File: src/rtl/phase_sample_window_pkg.sv
// Shared definitions for the phase sampler with measurement window.
package phase_sample_window_pkg;

  typedef enum logic [1:0] {
    StIdle    = 2'd0,
    StSettle  = 2'd1,
    StMeasure = 2'd2,
    StDone    = 2'd3
  } state_e;

  // Increment unless already at or above the ceiling.
  function automatic logic [31:0] sat_inc(input logic [31:0] val, input logic [31:0] ceil);
    return (val >= ceil) ? val : val + 32'd1;
  endfunction

endpackage

File: src/rtl/phase_sample_window_cell.sv
// One spin channel: mismatch detect, up/down saturating counter, hysteretic phase flag.
module phase_track_cell
  import phase_sample_window_pkg::*;
#(
  parameter int unsigned CW = 16
) (
  input  logic          clk_i,
  input  logic          rstn_i,
  input  logic          ver_i,
  input  logic          hor_i,
  input  logic [CW-1:0] counter_max_i,
  input  logic [CW-1:0] cutoff_hi_i,
  input  logic [CW-1:0] cutoff_lo_i,
  output logic          mismatch_o,
  output logic          phase_o
);

  logic [CW-1:0] cnt_q, cnt_d;
  logic          phase_q;

  assign mismatch_o = ver_i ^ hor_i;
  assign phase_o    = phase_q;

  always_comb begin
    cnt_d = cnt_q;
    if (mismatch_o) begin
      if (cnt_q != '0) cnt_d = cnt_q - CW'(1);
    end else begin
      cnt_d = CW'(sat_inc(32'(cnt_q), 32'(counter_max_i)));
    end
  end

  always_ff @(posedge clk_i) begin
    if (!rstn_i) begin
      cnt_q   <= cutoff_hi_i;
      phase_q <= 1'b1;
    end else begin
      cnt_q <= cnt_d;
      // Decision uses the pre-update count; set wins if the cutoffs are inverted.
      if (cnt_q >= cutoff_hi_i)     phase_q <= 1'b1;
      else if (cnt_q < cutoff_lo_i) phase_q <= 1'b0;
    end
  end

endmodule

File: src/rtl/phase_sample_window.sv
// Per-spin phase tracking plus a start-triggered settle/measure window that counts
// mismatch cycles per spin and hands them out over valid/ready.
module phase_sample_window
  import phase_sample_window_pkg::*;
#(
  parameter int unsigned N  = 3,
  parameter int unsigned CW = 16,
  parameter int unsigned WW = 32
) (
  input  logic            clk,
  input  logic            rstn,
  input  logic            start,
  input  logic [WW-1:0]   settle_len,
  input  logic [WW-1:0]   window_len,
  input  logic [CW-1:0]   counter_max,
  input  logic [CW-1:0]   cutoff_hi,
  input  logic [CW-1:0]   cutoff_lo,
  input  logic [N-1:0]    outputs_ver,
  input  logic [N-1:0]    outputs_hor,
  output logic [N-1:0]    phase,
  output logic [N*CW-1:0] mismatch_count,
  output logic            busy,
  output logic            valid,
  input  logic            ready
);

  logic [N-1:0] mismatch;

  for (genvar g = 0; g < N; g++) begin : gen_cell
    phase_track_cell #(
      .CW(CW)
    ) u_cell (
      .clk_i        (clk),
      .rstn_i       (rstn),
      .ver_i        (outputs_ver[g]),
      .hor_i        (outputs_hor[g]),
      .counter_max_i(counter_max),
      .cutoff_hi_i  (cutoff_hi),
      .cutoff_lo_i  (cutoff_lo),
      .mismatch_o   (mismatch[g]),
      .phase_o      (phase[g])
    );
  end

  state_e         state_q;
  logic [WW-1:0]  settle_q, win_q, cnt_q;
  logic [CW-1:0]  acc_q [N];
  logic [CW-1:0]  acc_d [N];
  logic [N*CW-1:0] count_q;
  logic           busy_q, valid_q;

  assign mismatch_count = count_q;
  assign busy           = busy_q;
  assign valid          = valid_q;

  always_comb begin
    for (int i = 0; i < N; i++) begin
      acc_d[i] = acc_q[i];
      if (mismatch[i]) acc_d[i] = CW'(sat_inc(32'(acc_q[i]), 32'({CW{1'b1}})));
    end
  end

  always_ff @(posedge clk) begin
    if (!rstn) begin
      state_q  <= StIdle;
      settle_q <= '0;
      win_q    <= '0;
      cnt_q    <= '0;
      acc_q    <= '{default: '0};
      count_q  <= '0;
      busy_q   <= 1'b0;
      valid_q  <= 1'b0;
    end else begin
      unique case (state_q)
        StIdle: begin
          if (start) begin
            settle_q <= settle_len;
            win_q    <= (window_len == '0) ? WW'(1) : window_len;
            cnt_q    <= '0;
            acc_q    <= '{default: '0};
            busy_q   <= 1'b1;
            state_q  <= (settle_len == '0) ? StMeasure : StSettle;
          end
        end
        StSettle: begin
          if (cnt_q == settle_q - WW'(1)) begin
            cnt_q   <= '0;
            state_q <= StMeasure;
          end else begin
            cnt_q <= cnt_q + WW'(1);
          end
        end
        StMeasure: begin
          acc_q <= acc_d;
          if (cnt_q == win_q - WW'(1)) begin
            for (int i = 0; i < N; i++) count_q[i*CW +: CW] <= acc_d[i];
            busy_q  <= 1'b0;
            valid_q <= 1'b1;
            state_q <= StDone;
          end else begin
            cnt_q <= cnt_q + WW'(1);
          end
        end
        StDone: begin
          if (ready) begin
            valid_q <= 1'b0;
            state_q <= StIdle;
          end
        end
        default: state_q <= StIdle;
      endcase
    end
  end

endmodule

File: config.mk
export PLATFORM = sky130hd
export DESIGN_NAME = phase_sample_window
export DESIGN_NICKNAME = d
export VERILOG_FILES = /design/src/rtl/phase_sample_window_pkg.sv /design/src/rtl/phase_sample_window_cell.sv /design/src/rtl/phase_sample_window.sv
export SDC_FILE = /design/constraint.sdc
export NUM_CORES = 1
export LEC_CHECK = 0
export ABC_CLOCK_PERIOD_IN_PS = 3980
export CAP_MARGIN = 20
export CORE_ASPECT_RATIO = 1.5
export CORE_MARGIN = 4
export CORE_UTILIZATION = 40
export DETAILED_ROUTE_END_ITERATION = 16
export PLACE_DENSITY = 0.67
export SETUP_SLACK_MARGIN = 0.2
export SLEW_MARGIN = 20
export SYNTH_ARGS = -nofsm -noshare
export SYNTH_HDL_FRONTEND = slang
export SYNTH_HIERARCHICAL = 1
export SYNTH_SLANG_ARGS = --single-unit
File: constraint.sdc
create_clock -name clk -period 3.98 [get_ports clk]
set_input_delay 0.597 -clock clk [delete_from_list [all_inputs] [get_ports clk]]
set_output_delay 0.597 -clock clk [all_outputs]
set_load 0.02 [all_outputs]
# After elaboration in Yosys (flattened, before gate mapping)
# Cells that the tools add are included.
# word_totals
in_bits,122
ff_bits,247
latchBits,0
ramBits,0
n_memories,0
mem_bits_ro,0
elab_cells,119
out_inout_bits,53
# classes
n_shift,0
n_addsub,12
order_cmp,12
n_mul,0
eq_ne,16
reduce_logical,22
bitwise_logic,4
n_mux,37
n_div,0
# ops
operator,count
$mux 16,18
$mux 32,4
$add 16x1->16 const B,6
$ge 16x16->1,6
$pmux 32 s3,1
$pmux 48 s2,1
$eq 32x32->1,2
$logic_not 32->1,2
$sub 32x1->32 const B,2
$ge 16x16->1 const B,3
$lt 16x16->1,3
$mux 48,1
$reduce_bool 16->1,3
$sub 16x1->16 const B,3
$add 32x1->32 const B,1
$reduce_and 2->1,6
$mux 2,5
$ne 2x2->1 const B,5
$ne 3x2->1 const B,3
$ne 3x3->1 const B,3
$reduce_and 3->1,3
$pmux 2 s4,1
$reduce_or 2->1,3
$eq 2x2->1 const B,2
other kinds (9),16

# Longest topological paths before layout
# logic_depth
word_depth,4
depth_mapped,16
mapped_depth_nobuf,11

# By module
# The synthesis kept the hierarchy.
# modules_own_cells
module,seq_area_each_um2,area_per_inst_um2,cells_each,n_inst
phase_sample_window,3923.8,11342.1,1523,1
phase_track_cell (gen_cell[0].u_cell ...),500.5,2633.8,315,2
phase_track_cell (gen_cell[2].u_cell),500.5,2600.0,310,1

# Worst setup path before layout
# OpenSTA, ideal clock, no wires.
# synth_path
path_type,flip-flop to flip-flop
startpoint,register settle_q[15]
endpoint,register cnt_q[24] (netlist name)
path_buffers,2
required_ps,3855
arrival_ps,3513
slack_ps,342
stages_incl_launch_ff,12
setup_time_ps,125
period_less_slack_ps,3638
path_cell_list,dfxtp_1 -> or4_1 -> or3_1 -> clkbuf_1 -> or4_1 -> or4_1 -> a2111oi_0 -> nand4_1 -> o31ai_1 -> a221o_2 -> buf_6 -> a21oi_2
# synth_lines
item,line_no,rtl
from (decl),phase_sample_window.sv:46,"logic [WW-1:0] settle_q, win_q, cnt_q;"
from (signal assigned),phase_sample_window.sv:77,settle_q <= settle_len;

==> metrics.txt <==
Placer Congestion 0.970; boundary pin count 175; number of clock sinks 247; Worst Tran Pin Value 0.951 ns; FFs w/ async S/R, synth 0; GR Util All Layers 0.226; Antenna diodes 0; Die Area 0.0517 mm^2; total number of vias 18,731; worst-path maximum fanout 16; row count 98; Mapped Cells 2,463; HPWL Detailed 47,400 um; R2R depth 10; Critical Path AT 4.22 ns; Worst path top cell family by delay simple AND/OR/NAND/NOR gates; worst stage delay on the critical path 0.55 ns; starting density of the core 0.404; Reg2Reg Setup Slack 0.22 ns; power density cells 549 mW/mm^2; Hold Path Stages 2; CP startpoint kind flop; Die Width 187 um; Synth top cells by count nand2_1, a21oi_1, dfxtp_1; count leader, synth nand2_1; Hold Violations, Final 0; Final nets 2,921; hold crit path type flop to flop; WL final 61,900 um; ANT nets after route 0; share of cells above drive strength 1 0.0671; Total Power 12.5 mW; WL/cell 19.2 um; Most common cell on crit path or4_4; CTS tree yes; worst hold slack 0.450 ns; Clock Pin Slew Worst Setup and Hold Paths 0.06 ns; fmax 266 MHz; unrepaired setup endpoints after global routing true; Max-slew headroom 0.366; Synth area leader dfxtp_1; Ys Warns 6; Core Area 0.0476 mm^2; CTS Buf Count 28; pin count of the biggest net entering global routing 58; Post-Layout Cell Count 3,223; Post-synth top flop dfxtp_1; Final Max Slew Viols 0; initial DRC count 1,227; net count after synthesis 2,783; clock skew 0.0250 ns; later-pin clock latency in the skew report 0.59 ns; syn avg cell area 7.80 um^2; Worst Hold Endpoint mismatch_count[11]; Via-to-Cell Ratio 5.81; slowest CP cell or4_4; TNS Setup 0 ns; area share of the largest cell type after synthesis 0.207; hold buffers post-CTS 0; WP depth 10; Clock Path Buffers 3; Hold Path Origin mismatch_count[11]; Max Cap Viol 0; Die Height 276 um; Root Driver clkbuf_16; Yosys reg bits 247; final instance area 0.0228 mm^2; Port Buffers 174; Final Cycle Share 0.945; top post-synthesis cells by area dfxtp_1, ha_1, edfxtp_1; first-pass GRT wire length 96,900 um; Leakage 9.14 nW; CP Cell Sequence or4_4 > or3_1 > or4_4 > or4_4 > a2111oi_4 > nand4_1 > o31ai_4 > a221o_2 > bufbuf_16 > a21oi_2; gr ovfl total 0; VDD IR-drop max 0.000391 V; Worst Path Buf+Inv 1; Crit. End Element flop; worst r2r src settle_q[15]; Final min period 3.76 ns; Req. time, crit path 4.44 ns; router iterations before antenna repair 8; Post-synth EDFFs 48; Setup-failing EPs final 0; library cells used by synthesis 84; Crit Path Class flop to flop; Layout area overhead 18.6%; status complete, no violations; share of the yosys chip area belonging to registers 0.282; H-tree Lvls 1; area post-placement 0.0216 mm^2; # DRC 0; Netlist Area Pre-Place 0.0192 mm^2; Reg-to-Reg End cnt_q[8]; vias in the first global route 18,529; Placed Cells incl. Taps 3,169; antenna violations before repair 0
[power breakdown]
group / total, mW / switching (mW) / internal [mW] / leakage (nW)
logic: 5.91 / 3.34 / 2.56 / 6.54
clock network: 2.83 / 1.18 / 1.65 / 0.487
registers: 3.77 / 0.717 / 3.05 / 2.11
[per-stage QoR]
stage                     worst slack, ns   util
after floorplan                     0.342      -
after global placement             0.0459  0.455
after detailed placement           0.0541  0.455
after CTS                           0.195  0.478
after global routing                0.138  0.479
final                               0.219  0.479
[registers in the layout, summed over array words and instances, names as in the netlist]
| register | cells |
|---|---|
| cnt_q | 32 |
| settle_q | 32 |
| mismatch_count | 48 |
| gen_cell.u_cell/cnt_q | 48 |
| gen_cell.u_cell/phase_o | 3 |
| win_q | 32 |
| busy | 1 |
| state_q | 2 |
| valid | 1 |
| acc_q | 48 |
[logic make-up after synthesis]
family          Yosys count  synth area share
simple gates            938             0.241
compound gates          602             0.199
buf+inv                 297            0.0620
flops                   247             0.282
fa+ha+maj               198             0.130
xor+xnor                151            0.0696
mux                      30            0.0158
[area by class of cell]
cell class                      instances  area (um^2)
Clock buffer                           36          813
Clock inverter                         16          201
Fill cell                            4606        24800
Inverter                              177          667
Multi-Input combinational cell       1919        12700
Sequential cell                       247         5430
Tap cell                              600          751
Timing Repair Buffer                  228         2220
[routing by layer]
layer  GRT usage  part of all wire
met1       0.239              0.37
met2       0.432              0.52
met3      0.0284             0.043
met4       0.125             0.061
met5           0                 0
[how the worst max path moves through the flow]
| stage | start | to | slack, ns |
|---|---|---|---|
| after global routing | settle_q[15] | cnt_q[1] | 0.14 |
| after CTS | settle_q[15] | cnt_q[8] | 0.20 |
| after floorplan | settle_q[15] | cnt_q[24] | 0.34 |
| after global placement | settle_q[15] | cnt_q[14] | 0.05 |
| final | settle_q[15] | cnt_q[8] | 0.22 |
| after detailed placement | settle_q[15] | cnt_q[28] | 0.05 |
[worst min-delay path: cells and delay by family, from the launching register on]
kind            cells  cell delay (ns)
flops               1             0.31
simple gates        1             0.05
compound gates      1             0.05
[what timing repair did]
| item | 4_1_cts | 5_1_grt |
|---|---|---|
| gates cloned | 1 | 0 |
| pin swaps | 3 | 3 |
| setup endpoints to repair | 34 | 42 |
| resized for setup | 9 | 11 |
| setup buffers | 1 | 0 |
[cell usage in the layout (no fill, tap or decap), types with 48 or more instances in the layout]
cell type          n
nand2_1          354
a21oi_1          242
dfxtp_1          199
ha_1             194
inv_1            173
clkdlybuf4s50_1  173
nor2_1           139
o21ai_0           99
xnor2_1           97
nor3_1            69
nand4_1           59
nor4_1            57
nand3_1           55
xor2_1            50
buf_4             50
edfxtp_1          48
No activity file was read; power rests on OpenSTA's default activity.
